### config.mk
export PLATFORM = sky130hd
export DESIGN_NAME = bounce_gen
export DESIGN_NICKNAME = d
export VERILOG_FILES = /design/src/rtl/bounce_gen_pkg.sv /design/src/rtl/bounce_lfsr.sv /design/src/rtl/bounce_gen.sv
export SDC_FILE = /design/constraint.sdc
export NUM_CORES = 1
export LEC_CHECK = 0
export ABC_AREA = 1
export CAP_MARGIN = 20
export CORE_MARGIN = 2
export CORE_UTILIZATION = 60
export CTS_CLUSTER_SIZE = 24
export DETAILED_ROUTE_END_ITERATION = 10
export DONT_BUFFER_PORTS = 1
export GPL_TIMING_DRIVEN = 1
export PLACE_DENSITY_LB_ADDON = 0.1
export SYNTH_ARGS = -nofsm -noshare
export SYNTH_HDL_FRONTEND = slang
export SYNTH_SLANG_ARGS = --single-unit
### constraint.sdc
create_clock -name clk_in -period 2.17 [get_ports clk_in]
set_clock_uncertainty 0.15 [all_clocks]
set_input_delay 0.434 -clock clk_in [delete_from_list [all_inputs] [get_ports clk_in]]
set_output_delay 0.434 -clock clk_in [all_outputs]
set_load 0.05 [all_outputs]
### src/rtl/bounce_gen_pkg.sv
// bounce_gen_pkg: shared types and constants for the switch-bounce emulator
// and for other stimulus generators that reuse its LFSR.
//   state_t      - sequencer states (IDLE, BOUNCE, SETTLE)
//   LFSR_TAPS    - Galois tap mask for x^16+x^14+x^13+x^11+1
//   DEFAULT_SEED - LFSR reset value
//   lfsr_next()  - one right-shift Galois step
package bounce_gen_pkg;

  typedef enum logic [1:0] {
    IDLE,
    BOUNCE,
    SETTLE
  } state_t;

  localparam logic [15:0] LFSR_TAPS    = 16'hB400;
  localparam logic [15:0] DEFAULT_SEED = 16'hACE1;

  function automatic logic [15:0] lfsr_next(input logic [15:0] s);
    return {1'b0, s[15:1]} ^ (s[0] ? LFSR_TAPS : 16'h0000);
  endfunction

endpackage

### src/rtl/bounce_lfsr.sv
// bounce_lfsr: 16-bit Galois LFSR, free-running while en_i is high.
//   clk_in  - clock
//   rst_in  - asynchronous, active-high reset (loads the seed)
//   en_i    - advance enable
//   state_o - current LFSR value (never zero)
module bounce_lfsr
  import bounce_gen_pkg::*;
#(
  parameter logic [15:0] SEED = DEFAULT_SEED
) (
  input  logic        clk_in,
  input  logic        rst_in,
  input  logic        en_i,
  output logic [15:0] state_o
);

  // An all-zero state would lock the register, so a zero seed is replaced.
  localparam logic [15:0] SEED_SAFE = (SEED == 16'h0000) ? 16'h0001 : SEED;

  logic [15:0] state_q;

  always_ff @(posedge clk_in or posedge rst_in) begin
    if (rst_in) begin
      state_q <= SEED_SAFE;
    end else if (en_i) begin
      state_q <= lfsr_next(state_q);
    end
  end

  assign state_o = state_q;

endmodule

### src/rtl/bounce_gen.sv
// bounce_gen: on start_in drives noisy_out to a target level, overlays a
// programmable number of pseudo-random glitch pulses, then holds the level
// for SETTLE_CYC cycles and pulses done_out.
//   clk_in      - clock
//   rst_in      - asynchronous, active-high reset
//   start_in    - one-cycle request, accepted only in IDLE
//   level_in    - target level, sampled on acceptance
//   bounces_in  - number of glitch pulses, sampled on acceptance
//   gap_mask_in - mask on the LFSR forming each random interval
//   noisy_out   - emulated switch contact
//   busy_out    - high from acceptance until done
//   done_out    - one-cycle completion pulse
module bounce_gen
  import bounce_gen_pkg::*;
#(
  parameter int          MIN_GAP    = 4,
  parameter int          LFSR_W     = 16,
  parameter int          CNT_W      = 20,
  parameter logic [15:0] SEED       = DEFAULT_SEED,
  parameter int          SETTLE_CYC = 2048
) (
  input  logic              clk_in,
  input  logic              rst_in,
  input  logic              start_in,
  input  logic              level_in,
  input  logic [3:0]        bounces_in,
  input  logic [LFSR_W-1:0] gap_mask_in,
  output logic              noisy_out,
  output logic              busy_out,
  output logic              done_out
);

  localparam logic [CNT_W-1:0] SETTLE_LEN = CNT_W'(SETTLE_CYC);
  localparam logic [CNT_W-1:0] CNT_ONE    = CNT_W'(1);

  logic [LFSR_W-1:0] lfsr;
  logic [CNT_W-1:0]  gap_len;

  state_t            state_q, state_d;
  logic [CNT_W-1:0]  cnt_q, cnt_d;
  logic [3:0]        rem_q, rem_d;
  logic              target_q, target_d;
  logic              noisy_q, noisy_d;
  logic              busy_q, busy_d;
  logic              done_q, done_d;

  bounce_lfsr #(
    .SEED(SEED)
  ) u_lfsr (
    .clk_in (clk_in),
    .rst_in (rst_in),
    .en_i   (1'b1),
    .state_o(lfsr)
  );

  // CNT_W exceeds LFSR_W, so the sum cannot wrap.
  assign gap_len = CNT_W'(MIN_GAP) + CNT_W'(lfsr & gap_mask_in);

  always_ff @(posedge clk_in or posedge rst_in) begin
    if (rst_in) begin
      state_q  <= IDLE;
      cnt_q    <= '0;
      rem_q    <= '0;
      target_q <= 1'b0;
      noisy_q  <= 1'b0;
      busy_q   <= 1'b0;
      done_q   <= 1'b0;
    end else begin
      state_q  <= state_d;
      cnt_q    <= cnt_d;
      rem_q    <= rem_d;
      target_q <= target_d;
      noisy_q  <= noisy_d;
      busy_q   <= busy_d;
      done_q   <= done_d;
    end
  end

  // cnt_q is loaded with the interval length at the edge that starts the
  // interval; the edge that sees it at 1 ends the interval.
  always_comb begin
    state_d  = state_q;
    cnt_d    = cnt_q;
    rem_d    = rem_q;
    target_d = target_q;
    noisy_d  = noisy_q;
    busy_d   = busy_q;
    done_d   = 1'b0;
    case (state_q)
      IDLE: begin
        if (start_in) begin
          target_d = level_in;
          rem_d    = bounces_in;
          noisy_d  = level_in;
          busy_d   = 1'b1;
          if (bounces_in != 4'd0) begin
            state_d = BOUNCE;
            cnt_d   = gap_len;
          end else begin
            state_d = SETTLE;
            cnt_d   = SETTLE_LEN;
          end
        end
      end
      BOUNCE: begin
        if (cnt_q == CNT_ONE) begin
          noisy_d = ~noisy_q;
          cnt_d   = gap_len;
          // Output currently off-target: this toggle completes a glitch.
          if (noisy_q != target_q) begin
            rem_d = rem_q - 4'd1;
            if (rem_q == 4'd1) begin
              state_d = SETTLE;
              cnt_d   = SETTLE_LEN;
            end
          end
        end else begin
          cnt_d = cnt_q - CNT_ONE;
        end
      end
      SETTLE: begin
        // Stay here through the done cycle so a start coincident with
        // done_out is ignored.
        if (done_q) begin
          state_d = IDLE;
        end else if (cnt_q == CNT_ONE) begin
          done_d = 1'b1;
          busy_d = 1'b0;
        end else begin
          cnt_d = cnt_q - CNT_ONE;
        end
      end
      default: begin
        state_d = IDLE;
      end
    endcase
  end

  assign noisy_out = noisy_q;
  assign busy_out  = busy_q;
  assign done_out  = done_q;

endmodule

Word-level counts from Yosys, hierarchy flattened
Index checks and enable logic that the tools add are counted.
{"block": "op_classes", "add_sub_neg": 3, "eq_ne": 13, "n_mux": 30, "n_bitwise": 3, "reduce_logical": 11}
{"cell": "$mux 20", "n": 4}
{"cell": "$pmux 20 s3", "n": 1}
{"cell": "$mux 17", "n": 3}
{"cell": "$eq 20x1->1 const B", "n": 1}
{"cell": "$sub 20x1->20 const B", "n": 1}
{"cell": "$add 3x16->17 const A", "n": 1}
{"cell": "$and 16x16->16", "n": 1}
{"cell": "$mux 16", "n": 1}
{"cell": "$ne 2x2->1 const B", "n": 8}
{"cell": "$xor 15x16->16", "n": 1}
{"cell": "$mux 2", "n": 6}
{"cell": "$mux 4", "n": 3}
{"cell": "$reduce_and 4->1", "n": 3}
{"cell": "$mux 1", "n": 8}
{"cell": "$pmux 4 s2", "n": 1}
{"cell": "$pmux 2 s3", "n": 1}
{"cell": "$reduce_and 5->1", "n": 1}
{"cell": "$eq 4x1->1 const B", "n": 1}
{"cell": "$pmux 1 s2", "n": 2}
{"cell": "$reduce_bool 2->1", "n": 2}
{"cell": "$reduce_bool 4->1", "n": 1}
{"cell": "$sub 4x1->4 const B", "n": 1}
{"cell": "$reduce_and 3->1", "n": 1}
{"cell": "$reduce_bool 3->1", "n": 1}
{"cell": "6 further kinds", "n": 6}
{"block": "word_totals", "regBits": 46, "out_inout_bits": 3}

Logic depth before layout (Yosys ltp)
{"block": "depth", "depth_word": 6, "depth_mapped": 14, "depth_no_buf": 14}

By module
From an unflattened synthesis, not the netlist that was laid out.
{"block": "unflattened", "cells_unflattened": 527, "hier_area_um2": 3585.9}
{"module": "bounce_gen", "instances": 1, "cells_each": 456, "area_each_um2": 2901.5, "seq_area_each_um2": 750.7}
{"module": "bounce_lfsr", "instances": 1, "cells_each": 71, "area_each_um2": 684.4, "seq_area_each_um2": 410.4}

Least setup slack after synthesis
No wires, ideal clock.
{"block": "synth_timing", "path_type": "input -> register", "start": "in gap_mask_in[2]", "end": "reg cnt_q[12]", "setup_ps": 117, "arrival_ps": 1549, "required_ps": 1903, "path_slack_ps": 355, "cell_stages": 14, "path_buffers": 0, "path_cell_list": "nand2_1 inv_1 ha_1 inv_1 nor2_1 nand3_1 nor2_1 nand2_1 nand2_1 nand2_1 nand2_1 nand2_1 nor2_1 nor2_1"}
{"block": "synth_between", "elab_chain_cells": 6, "elab_cells_between_ends": 8, "cone_classes": "add/sub: 1; mux: 6; bitwise: 1"}
{"element": "start: declaration", "line": "bounce_gen.sv:27", "source": "input logic [LFSR_W-1:0] gap_mask_in,"}
{"element": "$and 16x16->16 *", "line": "bounce_gen.sv:57", "source": "assign gap_len = CNT_W'(MIN_GAP) + CNT_W'(lfsr & gap_mask_in);"}
{"element": "$add 3x16->17 *", "line": "bounce_gen.sv:57"}
{"element": "$mux 17", "line": "bounce_gen.sv:112", "source": "if (rem_q == 4'd1) begin"}
{"element": "$mux 17", "line": "bounce_gen.sv:110", "source": "if (noisy_q != target_q) begin"}
{"element": "$mux 20", "line": "bounce_gen.sv:106", "source": "if (cnt_q == CNT_ONE) begin"}
{"element": "$pmux 20 s3 *", "line": "bounce_gen.sv:89", "source": "case (state_q)"}
{"element": "end signal: assignment", "line": "bounce_gen.sv:70", "source": "cnt_q <= cnt_d;"}
{"element": "end: declaration", "line": "bounce_gen.sv:40", "source": "logic [CNT_W-1:0] cnt_q, cnt_d;"}
Every way passes the cells marked *; elsewhere a longest branch is shown, timed or not. The select of a mux whose other input is x is not followed.
A chain may end at the register's enable or synchronous reset.

Final worst setup path
{"block": "layout_timing", "start": "reg state_q[1]", "end": "reg cnt_q[9]"}
{"block": "layout_between", "elab_chain_cells": 3, "elab_cells_between_ends": 9, "cone_classes": "eq/ne: 5; mux: 1; reduce/logical: 3"}
{"element": "start: declaration", "line": "bounce_gen.sv:39", "source": "state_t state_q, state_d;"}
{"element": "start signal: assignment", "line": "bounce_gen.sv:69", "source": "state_q <= state_d;"}
{"element": "$eq 2x2->1, or another cell as far along", "line": "bounce_gen.sv:89"}
{"element": "$ne 2x2->1 (no line) or $reduce_bool 3->1 (tied branches)"}
{"element": "$reduce_and 4->1 (no line)"}
Several ways; a longest one is shown, not always the timed one.

==> reports/metrics.cfg <==
[synth]
synth_cell_types=39
synth.cell_area_mm2=0.003292
synth_edf_count=0
ys_seq_elements=46
async_reset_ff_share_pct=100.0
ys_seq_area_share_pct=35.27
ys_warn_count=0
synth_nets=516
yosysMostFrequentCell=nand2_1
synthFlopType=dfrtp_1
synthTopCellsByArea=dfrtp_1 29%, nand2_1 17%, nor2_1 8.6%
syn_avg_cell_area_um2=6.816
synth_top_area_share_pct=28.89
synth_top_area_cell=dfrtp_1
synthesis.instances=483
ys_top_cells_by_count=148 x nand2_1, 75 x nor2_1, 58 x inv_1

[sta]
worst_slew_pin_slew_ps=520.5
grt_setup_unrepaired=no
finalSetupViolCount=0
hold_viol=0
finalSetupTns_ps=0
fmax_mhz=498.0
finalCritPeriodShare_pct=92.54
slew_headroom_pct=65.25
finalMaxSlewViolations=0
min_period_ps=2008
worst_slack_ps=161.9

[placed_design]
post-place-ws_ps=125.9
gp_congestion=0.9341
portBuffers=0
hpwl_mm=5.748

[clock_tree]
postCtsSetupRepairBufs=0
clk_pin_slew_ps=90
numCtsBuffers=5
cts_buffer_depth=2
clockRootBuffer=clkbuf_8
htree_levels=2
cts.sinks=46
clock_latency_ps=310
cts_tree=done

[global_routing]
grt_pass1_wl_mm=13.19
grt-ovfl-total=0
antenna_found_initial=0
grtUsageTotal_pct=27.47
grt_pass1_vias=2886
grt_max_degree=29

[setup_path]
required_ps=2270
end_kind=flip-flop
crit_arrival_ps=2100
crit_family=simple AND/OR/NAND/NOR gates
path_buf_inv=2
slowest_stage=dfrtp_1
worst-path-max-fanout=5
cp_cell_sequence=inv_1 -> ha_1 -> nand3_1 -> nand2_1 -> nand4_1 -> buf_4 -> a21oi_1 -> nor2_1 -> nor2_1
slowest_delay_ps=410
worst_setup_path_start_kind=flip-flop
cpMostUsedCell=nor2_1
crit_type=reg2reg

[cells_and_area]
utilization_pct=67.52
fin_nets=524
synthToLayoutAreaGrowth_pct=6.765
antenna_cells=0
layout-drive-gt1-share_pct=11.59

[power]
peakVddDrop_uv=823.8
comb_power_share_pct=57.8
p_leak_nw=1.873
powerDensity_mw_per_mm2=1263
clkPwrFrac_pct=12.0
swShare_pct=51.71
internal_power_mw=2.143
switchingPower_mw=2.295
p_seq_share_pct=30.1

[detailed_routing]
vias_per_cell=5.386
wirelength_mm=7.579
firstDrtPassIters=7
drc=0
first_iter_violations=229
ant_nets=0
wl_per_cell_um=13.49
via_count=3027

[floorplan]
dieArea_mm2=0.006095
row_count=26
start_util_pct=63.25
die_w_um=78.07
die_height_um=78.07
core_area_mm2=0.005205
num_io_pins=27

[outcome]
outcome=finished clean

[min_path]
min_path_type=in2reg

[run]
max-cap-violations=0

## path summary, 6_finish.rpt
kind                                   start            endpoint  slack (ps)  depth (start not counted)
max in group asynchronous             rst_in  u_lfsr.state_o[15]         810                          3
max                               state_q[1]            cnt_q[9]         160                          9
min reg2reg                u_lfsr.state_o[6]   u_lfsr.state_o[5]         220                          0
min                                 level_in            target_q         130                          2
max reg2reg                       state_q[1]            cnt_q[9]         160                          9
min in group asynchronous             rst_in            target_q         460                          2
## timing repair
item / CTS / global route
endpoints found under the hold margin: 20 / 0
resized for setup: 0 / 7
hold buffers: 1 / 0
endpoints found under the setup margin: 0 / 17
## power groups by stage
stage | Clock (mW) | Combinational (mW) | Sequential [mW]
after floorplan | 0 | 2.03 | 1.33
after global placement | 0 | 2.48 | 1.34
after detailed placement | 0 | 2.51 | 1.35
after CTS | 0.549 | 2.53 | 1.33
after global routing | 0.583 | 2.92 | 1.36
final | 0.534 | 2.57 | 1.34
## layout by cell type (no fill, tap or decap), types with 2 or more instances in the layout
cell        n
nand2_1   148
nor2_1     72
inv_1      57
nand3_1    40
dfrtp_1    38
o21ai_0    21
xor2_1     14
a21oi_1    13
nor2_2      8
ha_1        8
dfstp_2     8
nand4_1     7
buf_4       6
nor3_1      5
clkbuf_8    5
nor2_4      4
nand3b_1    4
nand2_4     3
nand2_2     3
inv_2       2
nand3_2     2
or2_2       2
and2_1      2
## worst reg2reg max path, stage by stage, from the launching register on
cell     delay, ps
dfrtp_1        410
inv_1          120
ha_1           300
nand3_1        150
nand2_1        120
nand4_1        170
buf_4          190
a21oi_1        170
nor2_1          70
nor2_1          90
## per-stage QoR
step / power (mW) / hold slack, ps / cell area [um^2] / instances
after floorplan: 3.358 / 204.0 / 3292 / 483
after global placement: 3.817 / 209.1 / 3392 / 553
after detailed placement: 3.859 / 208.3 / 3392 / 553
after CTS: 4.411 / 127.2 / 3492 / 562
after global routing: 4.868 / 143.8 / 3515 / 562
final: 4.438 / 130.0 / 3515 / 562
## metal layers
metal	part of all wire (%)	GRT usage (%)	wire, um
met5	0	0	0
met4	1.3	8.421	95
met3	6.0	5.517	453
met2	47	43.45	3549
met1	46	38.28	3480
## layout make-up
| type | count | area [um^2] |
|---|---|---|
| clock buffers | 5 | 68.82 |
| clock inverters | 3 | 21.27 |
| fillers | 474 | 1690 |
| inverters | 60 | 230.2 |
| multi-input cells | 370 | 1871 |
| flip-flops and latches | 46 | 1161 |
| well taps | 70 | 87.58 |
| repair buffers | 8 | 75.07 |
## sequential cells by signal, summed over array words and instances, names as in the netlist
name and count:
cnt_q 20, rem_q 4, done_out 1, state_q 2
busy_out 1, target_q 1, u_lfsr.state_o 16, noisy_out 1
## kinds of logic after synthesis
family | synth area share (%)
AND/OR/NAND/NOR | 42.61
buffers and inverters | 8.514
flip-flops | 35.27
AO/OA/AOI/OAI | 5.891
XOR/XNOR | 3.991
adder cells (fa/ha/maj) | 3.421
multiplexers | 0.3041
Note: power is estimated with default switching activity, not from simulation.
